[config.mk]
export PLATFORM = sky130hd
export DESIGN_NAME = ref_mem_ctrl_param
export DESIGN_NICKNAME = d
export VERILOG_FILES = /design/src/rtl/ref_mem_pkg.sv /design/src/rtl/ref_mem_ctrl_param_wr_addr_gen.sv /design/src/rtl/ref_mem_ctrl_param.sv
export SDC_FILE = /design/constraint.sdc
export NUM_CORES = 1
export LEC_CHECK = 0
export CORE_AREA = 2 2 107 109
export DETAILED_ROUTE_END_ITERATION = 6
export DIE_AREA = 0 0 109 111
export PLACE_DENSITY = 0.82
export SETUP_SLACK_MARGIN = 0.02
export SLEW_MARGIN = 40
export SYNTH_ARGS = -nofsm -noshare
export SYNTH_HDL_FRONTEND = slang
export SYNTH_SLANG_ARGS = --single-unit
[constraint.sdc]
create_clock -name clk -period 4.63 [get_ports clk]
set_clock_uncertainty 0.15 [all_clocks]
set_input_delay 0.6945 -clock clk [delete_from_list [all_inputs] [get_ports clk]]
set_output_delay 0.6945 -clock clk [all_outputs]
set_load 0.01 [all_outputs]
[src/rtl/ref_mem_pkg.sv]
// Shared types and helpers for the reference-memory bank controller.
package ref_mem_pkg;

  typedef enum logic [2:0] {
    IDLE    = 3'd0,
    PRELOAD = 3'd1,
    PRIME   = 3'd2,
    SEARCH  = 3'd3,
    FINISH  = 3'd4
  } state_t;

  // Number of preload groups for a given bank configuration.
  function automatic int num_groups(input int nb, input int bpg);
    return nb / bpg;
  endfunction

  // Counter width for n distinct values, never narrower than one bit.
  function automatic int cnt_w(input int n);
    return (n <= 1) ? 1 : $clog2(n);
  endfunction

endpackage

[src/rtl/ref_mem_ctrl_param_wr_addr_gen.sv]
// Preload write-address generator: row/group counter pair, last-beat flag
// and the write-enable mask for the active bank group.
module ref_wr_addr_gen
  import ref_mem_pkg::*;
#(
  parameter int NUM_BANKS       = 32,
  parameter int BANKS_PER_GROUP = 4,
  parameter int ROWS_PER_BANK   = 96,
  parameter int ADDR_W          = 7
) (
  input  logic                 clk,
  input  logic                 rst,
  input  logic                 i_clr,
  input  logic                 i_adv,
  output logic [ADDR_W-1:0]    o_row,
  output logic                 o_last,
  output logic [NUM_BANKS-1:0] o_mask
);

  localparam int NUM_GROUPS = num_groups(NUM_BANKS, BANKS_PER_GROUP);
  localparam int GRP_W      = cnt_w(NUM_GROUPS);
  localparam logic [ADDR_W-1:0] ROW_LAST = ADDR_W'(ROWS_PER_BANK - 1);
  localparam logic [GRP_W-1:0]  GRP_LAST = GRP_W'(NUM_GROUPS - 1);

  logic [ADDR_W-1:0]    r_row;
  logic [GRP_W-1:0]     r_grp;
  logic [NUM_BANKS-1:0] w_mask;

  // Row advances per accepted beat; wrapping the row steps to the next group.
  always_ff @(posedge clk) begin
    if (rst || i_clr) begin
      r_row <= '0;
      r_grp <= '0;
    end else if (i_adv) begin
      if (r_row == ROW_LAST) begin
        r_row <= '0;
        r_grp <= (r_grp == GRP_LAST) ? '0 : r_grp + 1'b1;
      end else begin
        r_row <= r_row + 1'b1;
      end
    end
  end

  // Expand the group index into a contiguous run of bank enables.
  always_comb begin
    w_mask = '0;
    for (int g = 0; g < NUM_GROUPS; g++) begin
      if (r_grp == GRP_W'(g)) w_mask[g*BANKS_PER_GROUP +: BANKS_PER_GROUP] = '1;
    end
  end

  assign o_row  = r_row;
  assign o_mask = w_mask;
  assign o_last = (r_row == ROW_LAST) && (r_grp == GRP_LAST);

endmodule

[src/rtl/ref_mem_ctrl_param.sv]
// Reference-memory bank controller: preloads the banked search window from
// the fetch stream, primes the PE array, then steps rows on PE request.
// Every output except o_in_ready is registered, so each action shows up on
// the cycle after the state that decided it.
module ref_mem_ctrl_param
  import ref_mem_pkg::*;
#(
  parameter int NUM_BANKS       = 32,
  parameter int BANKS_PER_GROUP = 4,
  parameter int ROWS_PER_BANK   = 96,
  parameter int ADDR_W          = 7,
  parameter int PRIME_ROWS      = 4,
  parameter int SEL_W           = 4
) (
  input  logic                        clk,
  input  logic                        rst,
  input  logic                        i_start,
  input  logic                        i_abort,
  input  logic                        i_in_valid,
  output logic                        o_in_ready,
  input  logic                        i_step_req,
  output logic [NUM_BANKS-1:0]        o_bank_sel,
  output logic                        o_wr_en,
  output logic [NUM_BANKS*ADDR_W-1:0] o_wr_addr_all,
  output logic [ADDR_W-1:0]           o_rd_addr,
  output logic                        o_rd_en,
  output logic [SEL_W-1:0]            o_rd_sel,
  output logic                        o_busy,
  output logic                        o_done
);

  localparam logic [ADDR_W-1:0] PRIME_LAST = ADDR_W'(PRIME_ROWS - 1);
  localparam logic [ADDR_W-1:0] ROW_LAST   = ADDR_W'(ROWS_PER_BANK - 1);

  state_t                      r_state, w_next;
  logic                        w_accept, w_last, w_clr;
  logic [ADDR_W-1:0]           w_row, r_cur, w_cur_inc;
  logic [NUM_BANKS-1:0]        w_mask;
  logic [NUM_BANKS-1:0]        r_bank_sel;
  logic                        r_wr_en, r_rd_en, r_busy, r_done;
  logic [NUM_BANKS*ADDR_W-1:0] r_wr_addr_all;
  logic [ADDR_W-1:0]           r_rd_addr;
  logic [SEL_W-1:0]            r_rd_sel;

  assign o_in_ready = (r_state == PRELOAD);
  assign w_accept   = o_in_ready && i_in_valid;
  assign w_clr      = (r_state == IDLE) || i_abort;
  assign w_cur_inc  = r_cur + 1'b1;

  ref_wr_addr_gen #(
    .NUM_BANKS      (NUM_BANKS),
    .BANKS_PER_GROUP(BANKS_PER_GROUP),
    .ROWS_PER_BANK  (ROWS_PER_BANK),
    .ADDR_W         (ADDR_W)
  ) u_wr_addr_gen (
    .clk   (clk),
    .rst   (rst),
    .i_clr (w_clr),
    .i_adv (w_accept && !i_abort),
    .o_row (w_row),
    .o_last(w_last),
    .o_mask(w_mask)
  );

  // State register.
  always_ff @(posedge clk) begin
    if (rst) r_state <= IDLE;
    else     r_state <= w_next;
  end

  // Next-state decode; abort overrides every other transition.
  always_comb begin
    w_next = r_state;
    case (r_state)
      IDLE:    if (i_start) w_next = PRELOAD;
      PRELOAD: if (w_accept && w_last) w_next = PRIME;
      PRIME:   if (r_cur == PRIME_LAST)
                 w_next = (PRIME_ROWS == ROWS_PER_BANK) ? FINISH : SEARCH;
      SEARCH:  if (i_step_req && (w_cur_inc == ROW_LAST)) w_next = FINISH;
      FINISH:  w_next = IDLE;
      default: w_next = IDLE;
    endcase
    if (i_abort) w_next = IDLE;
  end

  // Read row counter: walks the prime rows, then holds the last row read.
  always_ff @(posedge clk) begin
    if (rst || i_abort) begin
      r_cur <= '0;
    end else begin
      case (r_state)
        PRIME:   if (r_cur != PRIME_LAST) r_cur <= w_cur_inc;
        SEARCH:  if (i_step_req) r_cur <= w_cur_inc;
        default: r_cur <= '0;
      endcase
    end
  end

  // Registered RAM strobes and status; abort drops any in-flight write.
  always_ff @(posedge clk) begin
    if (rst || i_abort) begin
      r_wr_en       <= 1'b0;
      r_bank_sel    <= '0;
      r_wr_addr_all <= '0;
      r_rd_en       <= 1'b0;
      r_rd_addr     <= '0;
      r_rd_sel      <= '0;
      r_busy        <= 1'b0;
      r_done        <= 1'b0;
    end else begin
      r_wr_en       <= w_accept;
      r_bank_sel    <= w_accept ? w_mask : '0;
      r_wr_addr_all <= w_accept ? {NUM_BANKS{w_row}} : '0;
      r_rd_en       <= 1'b0;
      r_rd_addr     <= '0;
      r_rd_sel      <= '0;
      if (r_state == PRIME) begin
        r_rd_en   <= 1'b1;
        r_rd_addr <= r_cur;
        r_rd_sel  <= SEL_W'(PRIME_ROWS);
      end else if ((r_state == SEARCH) && i_step_req) begin
        r_rd_en   <= 1'b1;
        r_rd_addr <= w_cur_inc;
        r_rd_sel  <= SEL_W'(1);
      end
      r_busy <= (r_state != IDLE);
      r_done <= (r_state == FINISH);
    end
  end

  assign o_wr_en       = r_wr_en;
  assign o_bank_sel    = r_bank_sel;
  assign o_wr_addr_all = r_wr_addr_all;
  assign o_rd_en       = r_rd_en;
  assign o_rd_addr     = r_rd_addr;
  assign o_rd_sel      = r_rd_sel;
  assign o_busy        = r_busy;
  assign o_done        = r_done;

endmodule

==> impl_results.md, run 1 <==
* Share of cells above drive strength 1 at 0.0372
* Final Setup Violations at 0
* CTS buffer count at 5
* Max cap viols at 0
* Post_cts resized at 0
* Vias at 2598
* Clk sinks at 48
* Initial antenna violation count at 0
* Crit Path Category: in -> reg
* Dpl cells at 619
* Arr. time, crit path at 3.06 ns
* EDFF count, synth at 0
* Launch point of the worst reg-to-reg path: r_cur[0]$_SDFFE_PP0P_
* IO Port Bufs at 275
* Worst VDD drop at 0.144 mV
* Min cycle time layout at 2.99 ns
* DRC at 0
* ANT nets after route at 0
* Final nets at 498
* Hold path startpoint: u_wr_addr_gen.o_row[4]$_SDFFE_PP0P_
* LEAKAGE at 0.00171 µW
* Synth async-reset ratio at 0
* Routed WL per cell at 12.9 µm
* Pins Over Slew Limit at 0
* Outcome: completed
* R2R depth at 5
* Synth Cell Area at 0.00384 mm²
* Yosys reg bits at 48
* Critical path origin: i_abort
* I/O pin count at 278
* Unique masters post-synth at 44
* Tcrit/Tclk final at 0.645
* # rows at 39
* Dpl hpwl at 6.30 mm
* CTS Buffer Depth at 2
* Reg clk slew, reported paths at 0.06 ns
* CTS tree: yes
* CTS root buf: clkbuf_16
* Fin. Hold Viols at 0
* Post-Syn Area per Cell at 8.46 µm²
* Mapped Cells at 454
* Final WS setup at 1.64 ns
* Critical path startpoint category: input pin
* Drt first pass iters at 4
* Clock Latency Late Sink at 0.28 ns
* Commonest non-fill, non-tap cell in the layout: clkdlybuf4s50_1
* Die area at 0.0121 mm²
* Hold Path Stages at 1
* Worst-margin pin slew at 0.770 ns
* Yosys warns at 0
* Gr usage total at 0.122
* Commonest cells after routing, fill and taps aside: 275 x clkdlybuf4s50_1, 41 x dfxtp_1, 16 x nor2_1
* Hold Crit Class: reg -> reg
* GPL Wtd Cong at 0.826
* CORE AREA at 0.0111 mm²
* Pin count of the biggest net entering global routing at 33
* WHS Endpoint: o_wr_addr_all[221]$_SDFF_PP0_
* Die Wd at 109 µm
* Vias in the first global route at 2129
* Initial Util at 0.347
* Top FF cell, synth: dfxtp_1
* Diode count at 0
* R2R Setup Slk at 2.22 ns
* Global-route wire length before repair at 11.9 mm
* Die Y at 111 µm
* CP max FO at 16
* Power per cell area at 156 mW/mm²
* Final Instance Count excl. Fillers at 627
* Total Routed Length at 8.08 mm
* Gr ovfl total at 0
* Seq/Total Area, Yosys at 0.250
* Worst EP required at 4.70 ns
* Iter 0 DRT Violations at 127
* # Post-CTS Setup Buffers at 0
* Htree depth at 2
* Worst slack, placed at 1.37 ns
* Worst R2R End: r_state[2]$_SDFFE_PP0P_
* Cts hold-fix bufs at 0
* Rel. slew slack at 0.485
* Via density at 4.14
* Element type at the critical path end: register
* RSZ-0062 raised after global routing: no
* Area Overhead vs Synth at 31.4%
* Achievable frequency at 335 MHz
* Fin Setup TNS at 0 ns
## worst max-delay path, cell delays in order
cell and delay, ns:
clkdlybuf4s50_1 0.62, or4b_1 0.76, nor3b_2 0.71, and3_1 0.26
## synth_stat cells (4+ instances only)
master,number,area [µm²]
and3_1,8,50.1
buf_4,243,1820
nor3_1,6,30.0
nand3_1,5,25.0
and2_1,9,56.3
a21oi_1,5,25.0
o21ai_0,13,65.1
buf_2,6,30.0
inv_1,9,33.8
or3_1,4,25.0
xnor2_1,7,61.3
nand2_1,8,30.0
nor2_1,16,60.1
dfxtp_1,48,961
clkbuf_1,4,15.0
ha_1,9,113
o31ai_1,8,60.1
## layout make-up
type                    count  area [µm²]
flip-flops and latches     48         970
clock buffers               8         146
well taps                 143         179
repair buffers            276        2760
inverters                   9        33.8
multi-input cells         143         957
fillers                  1060        6030
## cells by family after synthesis
kind of cell | synth area share
buffers and inverters | 0.501
flip-flops | 0.250
adder cells (fa/ha/maj) | 0.0293
AO/OA/AOI/OAI | 0.0613
XOR/XNOR | 0.0228
AND/OR/NAND/NOR | 0.129
other | 0.000977
multiplexers | 0.00521
## through the flow
stage / power [µW] / hold WS [ns] / util / instance area (µm²)
2_1_floorplan: 437 / 0.324 / - / 3840
3_3_place_gp: 444 / 0.343 / 0.442 / 4890
3_5_place_dp: 444 / 0.348 / 0.442 / 4890
4_1_cts: 798 / 0.358 / 0.455 / 5040
5_1_grt: 822 / 0.363 / 0.456 / 5050
6_report: 789 / 0.348 / 0.456 / 5050
## power breakdown
group | switching (µW) | internal [µW] | leakage, µW
Combinational | 10.5 | 9.00 | 0.00125
Clock | 139 | 215 | 0.0000712
Sequential | 1.74 | 414 | 0.000390
Total | 151 | 638 | 0.00171
## worst max path at each step
stage,slack (ns),cells past startpoint,to
detailed placement,1.37,4,o_bank_sel[11]$_SDFF_PP0_
floorplan,2.40,5,o_rd_addr[6]$_SDFF_PP0_
finish,1.64,4,o_bank_sel[11]$_SDFF_PP0_
CTS,1.65,4,o_bank_sel[11]$_SDFF_PP0_
global placement,1.42,4,o_bank_sel[27]$_SDFF_PP0_
global route,1.47,4,o_bank_sel[7]$_SDFF_PP0_
## state kept, by name, indices dropped and copies added (netlist names), 2 cells and up
name,cells
o_bank_sel,8
o_rd_addr,7
o_wr_addr_all,7
r_cur,7
u_wr_addr_gen.o_row,7
r_state,3
u_wr_addr_gen.r_grp,3
o_rd_sel,2
## routing by layer
layer  global-route usage  up-vias  wire length (µm)
li1                     -     1282                 -
met1                0.139     1173              3110
met2                0.223      135              4260
met3               0.0329        8               623
met4               0.0282        0                80
met5                    0        -                 0
No activity file was read; power rests on OpenSTA's default activity.
==> inputs of run 2 (changes only) <==
--- a/config.mk
+++ b/config.mk
@@ -5,10 +5,10 @@
 export SDC_FILE = /design/constraint.sdc
 export NUM_CORES = 1
 export LEC_CHECK = 0
-export CORE_AREA = 2 2 107 109
+export CORE_MARGIN = 2
+export CORE_UTILIZATION = 32
 export DETAILED_ROUTE_END_ITERATION = 6
-export DIE_AREA = 0 0 109 111
-export PLACE_DENSITY = 0.82
+export PLACE_DENSITY = 0.78
 export SETUP_SLACK_MARGIN = 0.02
 export SLEW_MARGIN = 40
 export SYNTH_ARGS = -nofsm -noshare
==> constraint.sdc (replaced) <==
create_clock -name clk -period 2.4 [get_ports clk]
set_clock_uncertainty 0.15 [all_clocks]
set_input_delay 0.36 -clock clk [delete_from_list [all_inputs] [get_ports clk]]
set_output_delay 0.36 -clock clk [all_outputs]
set_load 0.01 [all_outputs]
==> run 2 against run 1 <==
Net effect: critical path depth decreased by 1; cell area increased by 2.9%; non-clock buffer count increased by 19; largest power group unchanged; first-iteration DRC count decreased by 39%; largest cell class unchanged; utilization decreased by 1.8 points.
==> impl_results.md, run 2 (synthesized netlist as in run 1, its figures left out) <==
* Critical path startpoint category: register
* Seq pwr share at 0.521
* Fin. Hold Viols at 0
* Dpl hpwl at 6.74 mm
* CP max-delay cell: clkdlybuf4s50_1
* Outcome: completed
* RSZ-0062 raised after global routing: no
* CORE AREA at 0.0119 mm²
* Htree depth at 2
* ANT nets after route at 0
* Cts hold-fix bufs at 0
* Commonest cells after routing, fill and taps aside: 275 x clkdlybuf4s50_1, 47 x dfxtp_1, 20 x buf_4
* I/O pin count at 278
* # rows at 40
* Gr usage total at 0.117
* Min cycle time layout at 2.17 ns
* CTS tree: yes
* Reg clk slew, reported paths at 0.06 ns
* Iter 0 DRT Violations at 78
* GPL Wtd Cong at 0.802
* Hold Crit Class: reg -> reg
* Worst-margin pin slew at 0.597 ns
* Crit Path Category: reg -> out
* Via density at 4.16
* Achievable frequency at 460 MHz
* Sw Share at 0.199
* Final nets at 517
* Area Overhead vs Synth at 35.2%
* Routed wl met2 at 4.48 mm
* Max cap viols at 0
* CP max FO at 11
* Crit path cell chain: inv_1 -> nor3_1 -> clkdlybuf4s50_1
* Rel. slew slack at 0.599
* CTS Buffer Depth at 2
* Clock Latency Late Sink at 0.28 ns
* Comb power frac at 0.027
* Worst EP required at 1.89 ns
* CTS root buf: clkbuf_16
* Diode count at 0
* Critical Path Max Stage Delay at 0.59 ns
* Final Setup Violations at 0
* Vias in the first global route at 2276
* IO Port Bufs at 275
* Tcrit/Tclk final at 0.906
* DRC at 0
* Pins Over Slew Limit at 0
* Commonest non-fill, non-tap cell in the layout: clkdlybuf4s50_1
* Vias at 2704
* Gr ovfl total at 0
* Pin count of the biggest net entering global routing at 33
* Fin util at 0.438
* CTS buffer count at 5
* Total Routed Length at 8.63 mm
* Wire length on met3 at 570 µm
* Max FFs per register at 8
* Die area at 0.0129 mm²
* Routed met1 length at 3.56 mm
* Routed WL per cell at 13.3 µm
* Psw at 306 µW
* Die Y at 114 µm
* Fin Setup TNS at 0 ns
* Drt first pass iters at 4
* Top cell family by delay on the critical path: buffers and inverters
* Die Wd at 114 µm
* Power share of the clock group at 0.452
* Area of the multi-input gates at 958 µm²
* Initial antenna violation count at 0
* WP buf/inv at 2
* Global-route wire length before repair at 12.4 mm
* Initial Util at 0.324
* Arr. time, crit path at 1.66 ns
* Fillers at 1140
* Cell Int Power at 1230 µW
* Sequential cell area at 962 µm²
* LEAKAGE at 0.00180 µW
* Element type at the critical path end: output pin
* Clk sinks at 48
* Worst VDD drop at 0.286 mV
* Share of cells above drive strength 1 at 0.0636
* Highest routed layer: met4
* Power per cell area at 297 mW/mm²
-- run 2: cell type report --
type	count	area share
repair buffers	295	0.559
flip-flops and latches	48	0.185
multi-input cells	143	0.185
well taps	147	0.0354
clock buffers	7	0.0275
inverters	9	0.00651
clock inverters	1	0.00145
-- run 2: what timing repair did --
| item | 4_1_cts | 5_1_grt |
|---|---|---|
| gates resized for setup | 0 | 2 |
| setup endpoints to repair | 0 | 3 |
| buffers inserted | 0 | 0 |
-- run 2: per-stage QoR --
step	total power (µW)	hold slack, ns	worst slack (ns)	instance area (µm²)	instances
final	1540	0.350	0.226	5190	650
after floorplan	842	0.324	0.364	3840	455
after detailed placement	861	0.343	0.0925	5040	642
after global placement	860	0.341	0.117	5040	642
after global routing	1590	0.372	0.0773	5190	650
after CTS	1550	0.354	0.0719	5190	650
-- run 2: worst paths after layout --
kind	from	end	slack (ns)	cells after the start
setup / recovery	r_state[0]$_SDFFE_PP0P_	o_in_ready	0.23	3
hold / removal	u_wr_addr_gen.o_row[4]$_SDFFE_PP0P_	o_wr_addr_all[221]$_SDFF_PP0_	0.35	1
setup reg to reg	r_cur[0]$_SDFFE_PP0P_	r_state[2]$_SDFFE_PP0P_	0.28	5
hold reg to reg	u_wr_addr_gen.o_row[4]$_SDFFE_PP0P_	o_wr_addr_all[221]$_SDFF_PP0_	0.35	1
-- run 2: power by group through the flow --
| stage | combinational [µW] | clock [µW] | sequential, µW |
|---|---|---|---|
| 3_5_place_dp | 40.8 | 0 | 820 |
| 2_1_floorplan | 24.8 | 0 | 818 |
| 6_report | 41.2 | 697 | 802 |
| 3_3_place_gp | 40.1 | 0 | 820 |
| 5_1_grt | 44.6 | 748 | 802 |
| 4_1_cts | 41.1 | 708 | 802 |
-- run 2: worst register-to-register path, stage by stage, from the launching register on --
cell       delay [ns]
dfxtp_1          0.47
ha_1             0.21
nand3_1          0.11
or3_1            0.42
a2111oi_1        0.51
nor2b_1          0.19
-- run 2: layer usage --
metal,GRT usage,up-vias
li1,-,1315
met4,0.0114,0
met1,0.140,1257
met2,0.221,128
met5,0,-
met3,0.0276,4
==> inputs of run 3 (changes only) <==
--- a/config.mk
+++ b/config.mk
@@ -8,6 +8,7 @@
 export CORE_MARGIN = 2
 export CORE_UTILIZATION = 32
 export DETAILED_ROUTE_END_ITERATION = 6
+export MAX_ROUTING_LAYER = met4
 export PLACE_DENSITY = 0.78
 export SETUP_SLACK_MARGIN = 0.02
 export SLEW_MARGIN = 40
==> run 3 against run 2 <==
Net effect: final cell count stayed put; critical path type is now reg -> reg; register-to-register slack worse by 0.09 ns; sequential share of layout area hardly changed; non-clock buffer count is 1 higher; via count is 2.2% lower; clock power is 0.9% higher; utilization hardly changed; sequential power hardly changed; worst setup slack worse by 0.037 ns; largest cell class unchanged; wire length is 0.45% higher.
==> impl_results.md, run 3 (synthesized netlist as in run 1, its figures left out) <==
* Die area at 0.0129 mm²
* Worst R2R End: r_state[2]$_SDFFE_PP0P_
* Critical path startpoint category: register
* Htree depth at 2
* R2R depth at 5
* Global-route wire length before repair at 12.0 mm
* Vias at 2645
* Hold path startpoint: u_wr_addr_gen.o_row[4]$_SDFFE_PP0P_
* Commonest non-fill, non-tap cell in the layout: clkdlybuf4s50_1
* I/O pin count at 278
* Routed met1 length at 3.66 mm
* Worst-margin pin slew at 0.599 ns
* Achievable frequency at 452 MHz
* Area Overhead vs Synth at 35.3%
* Clock Latency Late Sink at 0.29 ns
* Crit Path Category: reg -> reg
* Element type at the critical path end: register
* # Post-CTS Setup Buffers at 0
* Dpl cells at 643
* R2R Setup Slk at 0.19 ns
* GPL Wtd Cong at 0.787
* Hold Crit Class: reg -> reg
* Power per cell area at 298 mW/mm²
* ANT nets after route at 0
* Worst EP required at 2.47 ns
* Die Wd at 114 µm
* Highest routed layer: met4
* Iter 0 DRT Violations at 81
* Tcrit/Tclk final at 0.921
* Cell Int Power at 1230 µW
* Crit path cell chain: ha_1 -> nand3_1 -> or3_1 -> a2111oi_0 -> nor2b_1
* WHS Endpoint: o_wr_addr_all[221]$_SDFF_PP0_
* Launch point of the worst reg-to-reg path: r_cur[0]$_SDFFE_PP0P_
* Drt first pass iters at 4
* Wire length on met3 at 472 µm
* CORE AREA at 0.0119 mm²
* Initial Util at 0.324
* Psw at 317 µW
* Fillers at 1121
* Fin Setup TNS at 0 ns
* Initial antenna violation count at 0
* Total Routed Length at 8.67 mm
* Pins Over Slew Limit at 0
* Fin. Hold Viols at 0
* Diode count at 0
* CP max FO at 7
* Reg clk slew, reported paths at 0.06 ns
* Max FFs per register at 8
* Dpl hpwl at 6.76 mm
* Routed WL per cell at 13.3 µm
* Fin util at 0.438
* Vias in the first global route at 2155
* RSZ-0062 raised after global routing: no
* Pin count of the biggest net entering global routing at 33
* CTS buffer count at 5
* Seq pwr share at 0.519
* Arr. time, crit path at 2.28 ns
* Commonest cells after routing, fill and taps aside: 275 x clkdlybuf4s50_1, 47 x dfxtp_1, 21 x buf_4
* Final nets at 518
* Via density at 4.07
* Overall power at 1550 µW
* IO Port Bufs at 275
* Hold Path Stages at 1
* Gr usage total at 0.121
* Max cap viols at 0
* Final Instance Count excl. Fillers at 650
* Die Y at 114 µm
* Comb power frac at 0.027
* CTS tree: yes
* CTS Buffer Depth at 2
* Rel. slew slack at 0.590
* Power share of the clock group at 0.455
* Clk sinks at 48
* Outcome: completed
* LEAKAGE at 0.00181 µW
* CTS root buf: clkbuf_16
* DRC at 0
* CP max-delay cell: a2111oi_0
* Gr ovfl total at 0
* Critical Path Max Stage Delay at 0.59 ns
* Worst VDD drop at 0.264 mV
* Routed wl met2 at 4.45 mm
* Final Setup Violations at 0
* Share of cells above drive strength 1 at 0.0656
* Sw Share at 0.205
* Min cycle time layout at 2.21 ns
* # rows at 40
run 3: changes by cell type in the layout (fill, tap and decap cells not counted):
| cell | change |
|---|---|
| clkinvlp_4 | -1 |
| a2111oi_0 | +1 |
| a2111oi_1 | -1 |
| buf_4 | +1 |
| clkbuf_1 | -1 |
| clkinv_4 | +1 |
run 3: what timing repair did:
item / in CTS / in global routing
endpoints found under the setup margin: 0 / 1
resized for setup: 0 / 1
hold buffers: 0 / 0
run 3: layout make-up:
cell class	instances	area [µm²]	area share
clock buffer	6	139	0.0267
clock inverter	1	8.76	0.00169
inverter	9	33.8	0.00650
multi-input combinational	143	957	0.184
sequential	48	962	0.185
tap	147	184	0.0354
timing repair buffer	296	2910	0.560
run 3: how the worst max path moves through the flow:
stage / from / endpoint / slack (ns) / depth (start not counted)
2_1_floorplan: r_cur[0]$_SDFFE_PP0P_ / r_state[2]$_SDFFE_PP0P_ / 0.36 / 5
3_3_place_gp: i_abort / o_rd_addr[6]$_SDFF_PP0_ / 0.12 / 4
3_5_place_dp: rst / o_rd_addr[6]$_SDFF_PP0_ / 0.08 / 4
4_1_cts: r_state[0]$_SDFFE_PP0P_ / o_in_ready / 0.13 / 3
5_1_grt: r_cur[0]$_SDFFE_PP0P_ / r_state[0]$_SDFFE_PP0P_ / 0.10 / 5
6_report: r_cur[0]$_SDFFE_PP0P_ / r_state[2]$_SDFFE_PP0P_ / 0.19 / 5
run 3: critical path: cells and delay by family, from the launching register on:
family / cells / cell delay [ns]
compound gates: 1 / 0.59
flops: 1 / 0.47
fa+ha+maj: 1 / 0.22
simple gates: 3 / 0.71
run 3: power by group through the flow:
| stage | clock network (µW) | logic (µW) | registers (µW) |
|---|---|---|---|
| floorplan | 0 | 24.8 | 818 |
| global placement | 0 | 40.1 | 820 |
| detailed placement | 0 | 40.8 | 820 |
| CTS | 732 | 41.0 | 801 |
| global route | 759 | 44.9 | 802 |
| finish | 703 | 41.0 | 802 |
run 3: layer usage:
metal | global-route usage | vias up
met1 | 0.138 | 1200
met5 | - | -
met4 | 0.0260 | 0
met3 | 0.0250 | 9
met2 | 0.218 | 115
li1 | - | 1321
run 3: through the flow:
stage	hold WS (ns)	setup WS, ns	cell area [µm²]
after floorplan	0.324	0.364	3840
after global placement	0.340	0.116	5050
after detailed placement	0.345	0.0766	5050
after CTS	0.360	0.128	5190
after global routing	0.371	0.103	5190
final	0.357	0.190	5190
